<file path="config.mk">
export PLATFORM = sky130hd
export DESIGN_NAME = approx_serial_adder
export DESIGN_NICKNAME = d
export VERILOG_FILES = /design/src/rtl/approx_serial_adder_pkg.sv /design/src/rtl/approx_serial_adder_bit_cell.sv /design/src/rtl/approx_serial_adder.sv
export SDC_FILE = /design/constraint.sdc
export NUM_CORES = 1
export LEC_CHECK = 0
export ABC_AREA = 1
export CAP_MARGIN = 10
export CORE_MARGIN = 2
export CORE_UTILIZATION = 46
export DETAILED_ROUTE_END_ITERATION = 12
export PLACE_DENSITY_LB_ADDON = 0.3
export SETUP_SLACK_MARGIN = 0.2
export SLEW_MARGIN = 20
export SYNTH_ARGS = -nofsm -noshare
export SYNTH_HDL_FRONTEND = slang
export SYNTH_HIERARCHICAL = 1
export SYNTH_SLANG_ARGS = --single-unit
export TNS_END_PERCENT = 50
</file>
<file path="constraint.sdc">
create_clock -name clk -period 1.25 [get_ports clk]
set_clock_uncertainty 0.1 [all_clocks]
set_input_delay 0.375 -clock clk [delete_from_list [all_inputs] [get_ports clk]]
set_output_delay 0.375 -clock clk [all_outputs]
set_load 0.01 [all_outputs]
</file>
<file path="src/rtl/approx_serial_adder_pkg.sv">
// Shared types for the bit-serial approximate adder: FSM state encoding and a
// behavioural reference of the lower-part-approximate sum.
package approx_pkg;

    typedef enum logic [1:0] {
        ST_IDLE = 2'd0,
        ST_RUN  = 2'd1,
        ST_DONE = 2'd2
    } state_e;

    localparam int MAX_REF_W = 64;

    // Reference result: low approx_bits positions are XOR with the chain broken,
    // and the AND of the top approximate position seeds the exact section.
    function automatic logic [MAX_REF_W:0] approx_ref_add(
        input logic [MAX_REF_W-1:0] a,
        input logic [MAX_REF_W-1:0] b,
        input int                   width,
        input int                   approx_bits
    );
        logic [MAX_REF_W:0] res;
        logic               c;
        res = '0;
        c   = 1'b0;
        for (int i = 0; i < width; i++) begin
            if (i < approx_bits) begin
                res[i] = a[i] ^ b[i];
                if (i == approx_bits - 1) begin
                    c = a[i] & b[i];
                end else begin
                    c = 1'b0;
                end
            end else begin
                res[i] = a[i] ^ b[i] ^ c;
                c      = (a[i] & b[i]) | (a[i] & c) | (b[i] & c);
            end
        end
        res[width] = c;
        return res;
    endfunction

endpackage

</file>
<file path="src/rtl/approx_serial_adder_bit_cell.sv">
// One-bit adder cell: half adder when approx is set (carry-in ignored),
// otherwise a full adder.
module adder_bit_cell (
    input  logic [1:0] in1,
    input  logic       cin,
    input  logic       approx,
    output logic       sum,
    output logic       cout
);

    // Select half-adder or full-adder arithmetic for the current bit pair.
    always_comb begin
        sum  = 1'b0;
        cout = 1'b0;
        if (approx) begin
            sum  = in1[0] ^ in1[1];
            cout = in1[0] & in1[1];
        end else begin
            sum  = in1[0] ^ in1[1] ^ cin;
            cout = (in1[0] & in1[1]) | (in1[0] & cin) | (in1[1] & cin);
        end
    end

endmodule

</file>
<file path="src/rtl/approx_serial_adder.sv">
// Bit-serial approximate adder: accepts an operand pair, adds one bit per cycle
// LSB first through adder_bit_cell, and returns a WIDTH+1-bit result.
module approx_serial_adder
    import approx_pkg::*;
#(
    parameter int WIDTH       = 8,
    parameter int APPROX_BITS = 2
) (
    input  logic               clk,
    input  logic               rst_n,
    input  logic               in_valid,
    output logic               in_ready,
    input  logic [2*WIDTH-1:0] in1,
    output logic               out_valid,
    input  logic               out_ready,
    output logic [WIDTH:0]     sum,
    output logic               busy
);

    localparam int                 CNT_W     = $clog2(WIDTH + 1);
    localparam logic [CNT_W-1:0]   LAST_IDX  = CNT_W'(WIDTH - 1);
    localparam logic [WIDTH-1:0]   APX_MASK  = ~({WIDTH{1'b1}} << APPROX_BITS);

    if (APPROX_BITS > WIDTH) begin : g_bad_approx
        $fatal(1, "approx_serial_adder: APPROX_BITS must not exceed WIDTH");
    end

    state_e            state_q;
    logic [CNT_W-1:0]  cnt_q;
    logic              carry_q;
    logic [WIDTH-1:0]  a_q;
    logic [WIDTH-1:0]  b_q;
    logic [WIDTH-1:0]  apx_q;
    logic [WIDTH:0]    sum_q;
    logic              carry_d;
    logic              bit_sum_s;
    logic              bit_cout_s;

    // Operands and the approximation mask shift right, so bit 0 is always the current position.
    adder_bit_cell u_cell (
        .in1    ({b_q[0], a_q[0]}),
        .cin    (carry_q),
        .approx (apx_q[0]),
        .sum    (bit_sum_s),
        .cout   (bit_cout_s)
    );

    // Carry into the next position; only the top approximate bit forwards its AND.
    always_comb begin
        carry_d = 1'b0;
        if (apx_q[0]) begin
            if (!apx_q[1]) begin
                carry_d = bit_cout_s;
            end else begin
                carry_d = 1'b0;
            end
        end else begin
            carry_d = bit_cout_s;
        end
    end

    // Handshake FSM, bit counter, operand shifters and result register.
    always_ff @(posedge clk or negedge rst_n) begin
        if (!rst_n) begin
            state_q <= ST_IDLE;
            cnt_q   <= '0;
            carry_q <= 1'b0;
            a_q     <= '0;
            b_q     <= '0;
            apx_q   <= '0;
            sum_q   <= '0;
        end else begin
            case (state_q)
                ST_IDLE: begin
                    if (in_valid) begin
                        a_q     <= in1[WIDTH-1:0];
                        b_q     <= in1[2*WIDTH-1:WIDTH];
                        apx_q   <= APX_MASK;
                        sum_q   <= '0;
                        cnt_q   <= '0;
                        carry_q <= 1'b0;
                        state_q <= ST_RUN;
                    end else begin
                        state_q <= ST_IDLE;
                    end
                end
                ST_RUN: begin
                    a_q     <= a_q >> 1;
                    b_q     <= b_q >> 1;
                    apx_q   <= apx_q >> 1;
                    carry_q <= carry_d;
                    // Result bits enter at the top and reach their final position after WIDTH shifts.
                    if (cnt_q == LAST_IDX) begin
                        sum_q   <= {carry_d, bit_sum_s, sum_q[WIDTH-1:1]};
                        state_q <= ST_DONE;
                    end else begin
                        sum_q[WIDTH-1:0] <= {bit_sum_s, sum_q[WIDTH-1:1]};
                        cnt_q            <= cnt_q + CNT_W'(1);
                    end
                end
                ST_DONE: begin
                    if (out_ready) begin
                        state_q <= ST_IDLE;
                    end else begin
                        state_q <= ST_DONE;
                    end
                end
                default: begin
                    state_q <= ST_IDLE;
                end
            endcase
        end
    end

    assign in_ready  = (state_q == ST_IDLE);
    assign out_valid = (state_q == ST_DONE);
    assign busy      = (state_q == ST_RUN);
    assign sum       = sum_q;

endmodule

</file>
==> qor.csv <==
stage,metric,value,unit
timing,final period utilization,129,%
placed_design,Place WS,-420,ps
detailed_routing,Initial DRC Count,79,
detailed_routing,drt wl/cell,15.1,um
placed_design,hpwl dp,2.52,mm
timing,Fin. Hold Viols,0,
critical_path,Worst R2R Start,state_q[1],
layout,layout cell share with drive strength beyond 1,42.7,%
grt,GR Util All Layers,24.1,%
timing,setup_tns,-11290,ps
pwr,PwrDens,2470,nW/um^2
clock_network,CTS buffer count,5,
grt,first-pass GRT wire length,7.31,mm
layout,Final Util,81.2,%
logic_synthesis,Synth Instances,198,
clock_network,clk buf depth,2,
logic_synthesis,XOR/XNOR share of the synthesized area,0,%
timing,post-route setup slack,-368,ps
outcome,failing checks,setup timing,
logic_synthesis,"count leader, synth",nand2_1,
layout,"Cell Count, Final, Fillers Out",308,
grt,total grt overflow,0,
floorplan,Initial Util,48.3,%
logic_synthesis,Yosys top cell by area,dfrtp_1,
placed_design,Final GP Congestion,0.811,
pwr,Peak supply drop,1310,uV
floorplan,DIE HEIGHT,63.4,um
clock_network,clk_lat worst skew,350,ps
timing,Fmax,0.618,GHz
clock_network,root buf cell,clkbuf_4,
detailed_routing,post-route ant nets,0,
critical_path,CP Capture Type,output pin,
timing,RSZ-0062 raised after global routing,true,
timing,relative slew slack,83.1,%
floorplan,die area,4020,um^2
logic_synthesis,Synth top area share,52.4,%
clock_network,H-tree lvl count,2,
critical_path,CP required,780,ps
logic_synthesis,warnings from Yosys,6,
grt,global-route met3 utilization,6.07,%
grt,initial antenna violation count,0,
placed_design,buffers added on ports,31,
logic_synthesis,commonest cells in the synthesized netlist,"53 x nand2_1, 34 x dfrtp_1, 31 x inv_1",
logic_synthesis,number of synthesized flops with an enable pin,0,
placed_design,DP Area,2220,um^2
logic_synthesis,ys flop type,dfrtp_1,
timing,min Tclk post-route,1620,ps
clock_network,TritonCTS clock tree,done,
timing,Hold Slack,268,ps
critical_path,critical path startpoint,state_q[1],
floorplan,core footprint,3360,um^2
logic_synthesis,Netlist Area Pre-Place,1620,um^2
logic_synthesis,register area share after synthesis,52.4,%
critical_path,"Worst Path Class, Setup",reg -> out,
placed_design,Inst Count DP,286,
layout,count of nets after finishing,284,
layout,Area Overhead vs Synth,68.3,%
grt,maximum number of pins on one net before global-route repair,35,
critical_path,Startpoint Class,flop,
clock_network,hold_buf cts,0,
logic_synthesis,Synth async-reset ratio,100,%
layout,post-route cell area,2730,um^2
logic_synthesis,average size of a mapped cell,8.20,um^2
logic_synthesis,post-synth net total,221,
floorplan,DIE WIDTH,63.4,um
pwr,static leakage,1.36,nW
grt,busiest layer in global routing,met2,
logic_synthesis,post-synthesis sequential element count,34,
detailed_routing,Via density,5.15,
timing,"Setup violations, final",46,
detailed_routing,DRC Markers,0,
clock_network,"CTS clk-pin slew, worst paths",110,ps
grt,vias in the first global route,1547,
logic_synthesis,post-synthesis adder-cell area fraction,2.78,%
grt,met2 Usage GRT,40.7,%
timing,Worst Tran Pin Value,252,ps
grt,grt met1 use,29.8,%
logic_synthesis,Synth cell types,22,
logic_synthesis,largest family of logic cells by synthesized area,simple AND/OR/NAND/NOR gates,
logic_synthesis,"top cells by area, synth","dfrtp_1 52%, nand2_1 12%, nand3_1 8.9%, inv_1 7.2%, o21ai_0 4.3%",
timing,Slew Limit Fails,0,
critical_path,WP data arrival,1140,ps
logic_synthesis,Post-Synth Simple-Gate Area,26.1,%
flow_run,max-cap violations,0,
logic_synthesis,post-synthesis mux area share,0,%
detailed_routing,via count,1585,
clock_network,Clock Sinks,34,
detailed_routing,DRT Wirelength,4.66,mm
layout,ANT cells,0,
outcome,status,"complete, but fails checks",
worst_hold_path,Worst Hold Class,in -> async,
detailed_routing,First-pass DRT Iterations,5,
pwr,Final Power,6.75,mW
floorplan,row count,21,
floorplan,# IOs,32,
logic_synthesis,Synth Area in Compound Gates,8.33,%
critical_path,Crit Path Max Fanout,3,
==> per-layer routing <==
metal	up-vias	wire, um
li1	761	-
met2	50	2520
met3	8	183
met5	-	0
met4	0	75
met1	766	1880
==> cell type report <==
| class | count | area (um^2) |
|---|---|---|
| clock buffers | 7 | 55.1 |
| fillers | 196 | 632 |
| repair buffers | 63 | 697 |
| inverters | 33 | 126 |
| well taps | 46 | 57.6 |
| flip-flops and latches | 34 | 853 |
| multi-input cells | 124 | 937 |
| clock inverters | 1 | 5.00 |
==> worst max-delay path, stage by stage, from the launching register on <==
cell and delay (ps):
dfrtp_2 450, buf_4 150, nor2_4 80, buf_6 100
==> kinds of logic after synthesis <==
kind of cell               Yosys count
and+or+nand+nor                     96
DFF                                 34
AOI/OAI and AO/OA                   25
adders and majority gates            3
buffers and inverters               40
==> final timing paths <==
kind                         endpoint  slack (ps)  cells after the start
setup / recovery             in_ready        -370                      3
hold / removal                 sum[0]         270                      2
setup reg to reg               b_q[2]        -350                     10
hold reg to reg                a_q[3]         420                      2
max in group asynchronous  state_q[0]         580                      2
min in group clk               a_q[3]         420                      2
==> cells in the final DEF (no fill, tap or decap), types with 2 or more instances in the layout <==
| master | count |
|---|---|
| nand3_1 | 11 |
| dfrtp_2 | 2 |
| nor2_4 | 5 |
| nand2_2 | 6 |
| nand2_1 | 42 |
| o22ai_2 | 5 |
| dfrtp_1 | 32 |
| buf_6 | 9 |
| buf_8 | 3 |
| nand3_2 | 12 |
| nand2_8 | 3 |
| nand3_4 | 6 |
| clkbuf_4 | 5 |
| buf_2 | 8 |
| o21ai_2 | 9 |
| buf_4 | 15 |
| nand2_4 | 5 |
| o21ai_1 | 7 |
| clkdlybuf4s50_1 | 19 |
| nand4_1 | 2 |
| buf_12 | 5 |
| inv_1 | 31 |
| nor2_2 | 2 |
| buf_16 | 3 |
==> repair_timing <==
item,CTS,global route
gates resized for setup,80,40
setup endpoints to repair,46,46
endpoints found under the hold margin,0,0
setup buffers,8,2
pin swaps,9,9
gates cloned,3,1
==> report_power, final <==
part / internal [mW] / switching (mW) / total, mW
Sequential: 1.59 / 0.317 / 1.91
Combinational: 2.02 / 2.16 / 4.18
Clock: 0.272 / 0.383 / 0.655
Total: 3.89 / 2.86 / 6.75
==> registers in the layout, indices dropped and copies added, names as in the netlist <==
register  flops
a_q           8
apx_q         2
b_q           8
carry_q       1
cnt_q         4
state_q       2
sum           9
Note: power is estimated with default switching activity, not from simulation.
